## src/rtl/conv_result_writer.sv

```systemverilog
// ============================================================================
// Module  : conv_result_writer
// Brief   : Writes finished conv output pixels to memory in row-major order
//           through a 4-entry skid FIFO and a registered write stage.
// Revision: 1.0 - initial release
// ============================================================================
`timescale 1ns/1ps
`default_nettype none

module conv_result_writer #(
   parameter int DATA_WIDTH     = 32,
   parameter int MAX_ADDR_WIDTH = 32,
   parameter int MAX_PICT_WIDTH = 9,
   parameter int MAX_PIXEL_NUM  = 18,
   parameter int FIFO_DEPTH     = 4
) (
   input  logic                      Clk,
   input  logic                      Rst,
   input  logic [MAX_ADDR_WIDTH-1:0] out_addr_in,
   input  logic [MAX_PICT_WIDTH-1:0] pict_size_in,
   input  logic                      inst_tag_in,
   input  logic [DATA_WIDTH-1:0]     pix_data_in,
   input  logic                      pix_valid_in,
   output logic                      pix_ready_out,
   output logic [MAX_ADDR_WIDTH-1:0] write_addr_out,
   output logic [DATA_WIDTH-1:0]     write_data_out,
   output logic                      write_en_out,
   input  logic                      write_ready_in,
   output logic                      done_out
);

   localparam int PTR_W = $clog2(FIFO_DEPTH);
   localparam int CNT_W = PTR_W + 1;

   typedef enum logic [1:0] {
      IDLE  = 2'b00,
      RUN   = 2'b01,
      DRAIN = 2'b10,
      DONE  = 2'b11
   } state_t;

   state_t                    state_q,     state_d;
   logic                      tag_q,       tag_d;
   logic                      pending_q,   pending_d;
   logic                      done_q,      done_d;
   logic [MAX_ADDR_WIDTH-1:0] base_q,      base_d;
   logic [MAX_PICT_WIDTH-1:0] side_q,      side_d;
   logic [MAX_PIXEL_NUM-1:0]  total_q,     total_d;
   logic [MAX_PIXEL_NUM-1:0]  acc_q,       acc_d;
   logic [MAX_PIXEL_NUM-1:0]  wr_idx_q,    wr_idx_d;
   logic [MAX_PICT_WIDTH-1:0] col_q,       col_d;
   logic [MAX_PIXEL_NUM-1:0]  row_q,       row_d;
   logic [DATA_WIDTH-1:0]     fifo_mem_q [FIFO_DEPTH];
   logic [DATA_WIDTH-1:0]     fifo_mem_d [FIFO_DEPTH];
   logic [PTR_W-1:0]          wr_ptr_q,    wr_ptr_d;
   logic [PTR_W-1:0]          rd_ptr_q,    rd_ptr_d;
   logic [CNT_W-1:0]          count_q,     count_d;
   logic                      wen_q,       wen_d;
   logic [MAX_ADDR_WIDTH-1:0] waddr_q,     waddr_d;
   logic [DATA_WIDTH-1:0]     wdata_q,     wdata_d;

   logic                      inst_changed;
   logic                      push;
   logic                      pop;
   logic                      wr_done;
   logic                      fifo_empty;
   logic [MAX_PICT_WIDTH-1:0] side_new;

   assign inst_changed   = tag_q ^ inst_tag_in;
   assign pix_ready_out  = (state_q == RUN) && (count_q < CNT_W'(FIFO_DEPTH));
   assign fifo_empty     = (count_q == '0);
   assign push           = pix_valid_in & pix_ready_out;
   assign wr_done        = wen_q & write_ready_in;
   assign pop            = !fifo_empty && (!wen_q || write_ready_in);
   assign write_en_out   = wen_q;
   assign write_addr_out = waddr_q;
   assign write_data_out = wdata_q;
   assign done_out       = done_q;

   always_comb begin
      state_d    = state_q;
      tag_d      = inst_tag_in;
      pending_d  = pending_q;
      done_d     = done_q;
      base_d     = base_q;
      side_d     = side_q;
      total_d    = total_q;
      acc_d      = acc_q;
      wr_idx_d   = wr_idx_q;
      col_d      = col_q;
      row_d      = row_q;
      fifo_mem_d = fifo_mem_q;
      wr_ptr_d   = wr_ptr_q;
      rd_ptr_d   = rd_ptr_q;
      count_d    = count_q;
      wen_d      = wen_q;
      waddr_d    = waddr_q;
      wdata_d    = wdata_q;
      side_new   = pict_size_in - MAX_PICT_WIDTH'(2);

      // Address counters track the write held in (or next loaded into) the output stage
      if (wr_done) begin
         wr_idx_d = wr_idx_q + 1'b1;
         if (col_q == side_q - 1'b1) begin
            col_d = '0;
            row_d = row_q + MAX_PIXEL_NUM'(side_q);
         end else begin
            col_d = col_q + 1'b1;
         end
      end

      if (pop) begin
         wen_d    = 1'b1;
         wdata_d  = fifo_mem_q[rd_ptr_q];
         waddr_d  = base_q + MAX_ADDR_WIDTH'(row_d) + MAX_ADDR_WIDTH'(col_d);
         rd_ptr_d = rd_ptr_q + 1'b1;
      end else if (wr_done) begin
         wen_d = 1'b0;
      end

      if (push) begin
         fifo_mem_d[wr_ptr_q] = pix_data_in;
         wr_ptr_d             = wr_ptr_q + 1'b1;
         acc_d                = acc_q + 1'b1;
      end

      case ({push, pop})
         2'b10:   count_d = count_q + 1'b1;
         2'b01:   count_d = count_q - 1'b1;
         default: count_d = count_q;
      endcase

      case (state_q)
         IDLE, DONE: begin
            if (inst_changed || pending_q) begin
               base_d    = out_addr_in;
               side_d    = side_new;
               total_d   = MAX_PIXEL_NUM'(side_new) * MAX_PIXEL_NUM'(side_new);
               acc_d     = '0;
               wr_idx_d  = '0;
               col_d     = '0;
               row_d     = '0;
               pending_d = 1'b0;
               if (pict_size_in < MAX_PICT_WIDTH'(3)) begin
                  state_d = DONE;
                  done_d  = 1'b1;
               end else begin
                  state_d = RUN;
                  done_d  = 1'b0;
               end
            end
         end
         RUN: begin
            if (inst_changed) pending_d = 1'b1;
            if (push && (acc_q + 1'b1 == total_q)) state_d = DRAIN;
         end
         DRAIN: begin
            if (inst_changed) pending_d = 1'b1;
            if (wr_done && fifo_empty && (wr_idx_q == total_q - 1'b1)) begin
               state_d = DONE;
               done_d  = 1'b1;
            end
         end
         default: state_d = IDLE;
      endcase
   end

   always_ff @(posedge Clk or posedge Rst) begin
      if (Rst) begin
         state_q   <= IDLE;
         tag_q     <= 1'b0;
         pending_q <= 1'b0;
         done_q    <= 1'b0;
         base_q    <= '0;
         side_q    <= '0;
         total_q   <= '0;
         acc_q     <= '0;
         wr_idx_q  <= '0;
         col_q     <= '0;
         row_q     <= '0;
         for (int i = 0; i < FIFO_DEPTH; i++) fifo_mem_q[i] <= '0;
         wr_ptr_q  <= '0;
         rd_ptr_q  <= '0;
         count_q   <= '0;
         wen_q     <= 1'b0;
         waddr_q   <= '0;
         wdata_q   <= '0;
      end else begin
         state_q    <= state_d;
         tag_q      <= tag_d;
         pending_q  <= pending_d;
         done_q     <= done_d;
         base_q     <= base_d;
         side_q     <= side_d;
         total_q    <= total_d;
         acc_q      <= acc_d;
         wr_idx_q   <= wr_idx_d;
         col_q      <= col_d;
         row_q      <= row_d;
         fifo_mem_q <= fifo_mem_d;
         wr_ptr_q   <= wr_ptr_d;
         rd_ptr_q   <= rd_ptr_d;
         count_q    <= count_d;
         wen_q      <= wen_d;
         waddr_q    <= waddr_d;
         wdata_q    <= wdata_d;
      end
   end

endmodule

`default_nettype wire

```

## config.mk

```make
export PLATFORM = sky130hd
export DESIGN_NAME = conv_result_writer
export DESIGN_NICKNAME = d
export VERILOG_FILES = /design/src/rtl/conv_result_writer.sv
export SDC_FILE = /design/constraint.sdc
export NUM_CORES = 1
export LEC_CHECK = 0
export ABC_AREA = 1
export CAP_MARGIN = 5
export CORE_MARGIN = 3
export CORE_UTILIZATION = 50
export CTS_CLUSTER_SIZE = 40
export DETAILED_ROUTE_END_ITERATION = 8
export PLACE_DENSITY = 0.76
export SLEW_MARGIN = 15
export SYNTH_ARGS = -nofsm -noshare
export SYNTH_HDL_FRONTEND = slang
export SYNTH_SLANG_ARGS = --single-unit
```

## constraint.sdc

```tcl
create_clock -name Clk -period 12.8 [get_ports Clk]
set_clock_uncertainty 0.1 [all_clocks]
set_input_delay 2.56 -clock Clk [delete_from_list [all_inputs] [get_ports Clk]]
set_output_delay 2.56 -clock Clk [all_outputs]
set_load 0.005 [all_outputs]
```

==> key figures <==
Clock network
  – # clock sinks: 325
  – CTS Hold Bufs: 0
  – Worst-Skew Late Latency: ~560 ps
  – CTS tree: yes
  – TritonCTS buffer count: 37
  – Clock slew at reported path FFs: around 60 ps
  – Clock Path Buffers: 3
  – CTS root buf: clkbuf_16
  – Post-CTS Setup Bufs: 0
  – Post-CTS Resized: 0
  – H-tree levels: 2

Critical path
  – Crit path from: pict_size_in[1]
  – Reg2Reg Depth: 30
  – CP max-delay cell: clkdlybuf4s50_1
  – Most frequent CP cell: inv_1
  – Worst setup EP type: register
  – Worst r2r src: side_q[0]$_DFFE_PP0P_
  – Worst Path Required: around 13,000 ps
  – Worst EP arrival: between 8000 and 9000 ps
  – Startpoint Class: primary input
  – Crit Path Max Fanout: 8
  – Max incr delay on CP: around 570 ps
  – CP Class: primary input to register

Floorplanning
  – Number of cell rows: between 70 and 80
  – Die X-Extent: around 210 µm
  – Die H: a little over 200 µm
  – Die ar.: between 0.04 and 0.05 mm²
  – Initial Util: slightly above 50%
  – I/O pin total: ~150
  – CORE AREA: about 0.039 mm²

Hold path
  – HP Class: register to register
  – Hold path depth: 2
  – Worst Hold Launch: done_out$_DFFE_PP0P_

Timing
  – Fmax achieved: 121 MHz
  – Sum Neg Setup Slack: 0 ps
  – Tcrit/Tclk final: about 65%
  – Min Tclk post-route: about 8300 ps
  – Worst Tran Pin Value: between 1000 and 1500 ps
  – Pins Over Slew Limit: 0
  – Slew Limit Headroom: roughly a quarter
  – Fin. Hold Viols: 0
  – RSZ-0062 raised after global routing: false
  – Final setup viols: 0
  – Hold_ws: 369 ps

Layout
  – Design Area, Final: 0.0230 mm²
  – Post-route insts no fill: around 3,300
  – Number of fill cells in the layout: about 3,500
  – Most frequent cells in the layout: 640 x nand2_1, 380 x nor2_1, 326 x inv_1
  – ANT cells: 0
  – Share of cells above drive strength 1: just over 4%
  – Area of all sequential standard cells: 0.00814 mm²
  – Layout Utilization: between 50% and 60%
  – Commonest non-fill, non-tap cell in the layout: nand2_1
  – Area delta synth->final: 15.8%
  – NumNets Final: approximately 3,000
  – Multi-input gate area: roughly 0.010 mm²

Yosys
  – Syn nets: ~2,900
  – Yosys reg bits: 325
  – Cell count after synthesis: roughly 2,700
  – Yosys top cell area share: a little over 40%
  – Cell taking the most area after synthesis: dfrtp_1
  – Ranking of synthesized cells by area: dfrtp_1 41%, nand2_1 12%, o21ai_0 7.3%
  – Post-Syn Area per Cell: roughly 7.5 µm²
  – Synth warn: 0
  – Unique masters post-synth: 42
  – Mapped cell area: just under 0.02 mm²
  – Sequential area share after synthesis: ~41%

Drt
  – DRC Markers: 0
  – Initial DRT Pass Iterations: 5
  – Starting DRC count in detailed routing: 1,273
  – Via count: 17,700
  – Antenna viol nets, final: 0
  – Routed WL: between 50 and 60 mm
  – WL/cell: 15.8 µm
  – Vias/cell: 5.35

Power
  – VDD IR-drop max: 0.125 mV
  – Switch Pwr: approximately 1600 µW
  – Sequential Power Share: ~31%
  – Sw frac: around two fifths
  – Internal power: approximately 2500 µW
  – Logic pwr share: 42.1%
  – Lkg Pwr: ~0.011 µW
  – Clk pwr share: a little over a quarter
  – PD cells: between 150 and 200 mW/mm²

Global routing
  – Gr ovfl total: 0
  – First-pass GRT wire length: about 87 mm
  – Largest net degree at the start of global routing: around 160
  – GRT Total Usage: between 20% and 30%
  – Initial antenna violation count: 2
  – Number of global-route vias before repair: between 15,000 and 20,000

Placed design
  – Placed instance area: ~0.022 mm²
  – Placed cells: about 3,200
  – Post-detail-place hpwl: about 36 mm
  – RePlAce Congestion: between 0.9 and 1
  – Port bufs: 144

Run
  – Max-cap viol count: 0

Run status
  – Status: finished clean
## logic make-up (layout without fill, tap and decap cells)
kind of cell / after synthesis / after routing / share of synthesized area, %
simple gates: 1242 / 1242 / 25.5
compound gates: 457 / 457 / 12.2
buf+inv: 425 / 555 / 8.17
flops: 325 / 325 / 41.0
fa+ha+maj: 128 / 128 / 9.82
xor+xnor: 73 / 73 / 3.23
## synth_stat cells, drive strengths merged
cell type / number
nand2: 646
nor2: 387
inv: 335
dfrtp: 325
o21ai: 314
nand3: 123
ha: 82
clkbuf: 79
a21oi: 64
a31oi: 51
fa: 46
xor2: 44
nand4: 29
xnor2: 29
nor3: 25
or2: 17
buf: 11
nand3b: 7
o211ai: 6
o21bai: 4
a21boi: 3
a21o: 3
nor3b: 3
nor4: 3
o21a: 3
o22ai: 3
a211oi: 2
and2: 2
o31ai: 2
a221oi: 1
a31o: 1
## critical path, delay by kind of cell
family                   cells  cell delay, ps
AO/OA/AOI/OAI                5             820
XOR/XNOR                     1             510
adder cells (fa/ha/maj)      5            2390
buffers and inverters        8            1370
AND/OR/NAND/NOR              6             940
## worst paths after layout
kind	end	slack, ps
min in group asynchronous	acc_q[7]$_DFF_PP0_	2460
hold / removal	done_out$_DFFE_PP0P_	370
setup reg to reg	write_addr_out[19]$_DFFE_PP0P_	6840
hold reg to reg	done_out$_DFFE_PP0P_	370
max in group asynchronous	base_q[16]$_DFFE_PP0P_	8810
setup / recovery	total_q[14]$_DFFE_PP0P_	4530
## cell type report
cell class / instances / area share, %
Multi-Input combinational cell: 1900 / 44.0
Clock inverter: 12 / 0.932
Tap cell: 518 / 2.82
Clock buffer: 54 / 4.62
Inverter: 335 / 5.52
Timing Repair Buffer: 154 / 6.66
Sequential cell: 325 / 35.4
## metal layers
layer	part of all wire, %	GRT usage [%]	vias to the layer above
met5	0.065	0	-
met4	3.0	8.93	4
met3	5.8	4.51	102
met2	48	42.4	484
met1	44	32.7	8394
li1	-	-	8673
## per-stage QoR
| step | total power (µW) | worst slack (ps) |
|---|---|---|
| 2_1_floorplan | 2480 | 1140 |
| 3_3_place_gp | 3010 | 4100 |
| 3_5_place_dp | 3060 | 3960 |
| 4_1_cts | 4190 | 4570 |
| 5_1_grt | 4510 | 4010 |
| 6_report | 4170 | 4530 |
## state kept, by name, summed over array words and instances (netlist names)
register,cells
done_out,1
pending_q,1
acc_q,18
write_data_out,32
write_en_out,1
rd_ptr_q,2
base_q,32
count_q,3
wr_idx_q,18
wr_ptr_q,2
row_q,18
side_q,9
state_q,2
write_addr_out,32
col_q,9
tag_q,1
fifo_mem_q,128
total_q,16
## power by group through the flow
stage	clock network [µW]	logic [µW]	registers, µW
floorplan	0	1200	1280
global placement	0	1700	1320
detailed placement	0	1740	1320
CTS	1130	1750	1310
global route	1180	2010	1320
finish	1110	1760	1310
Power figures use the tool's default switching activity.
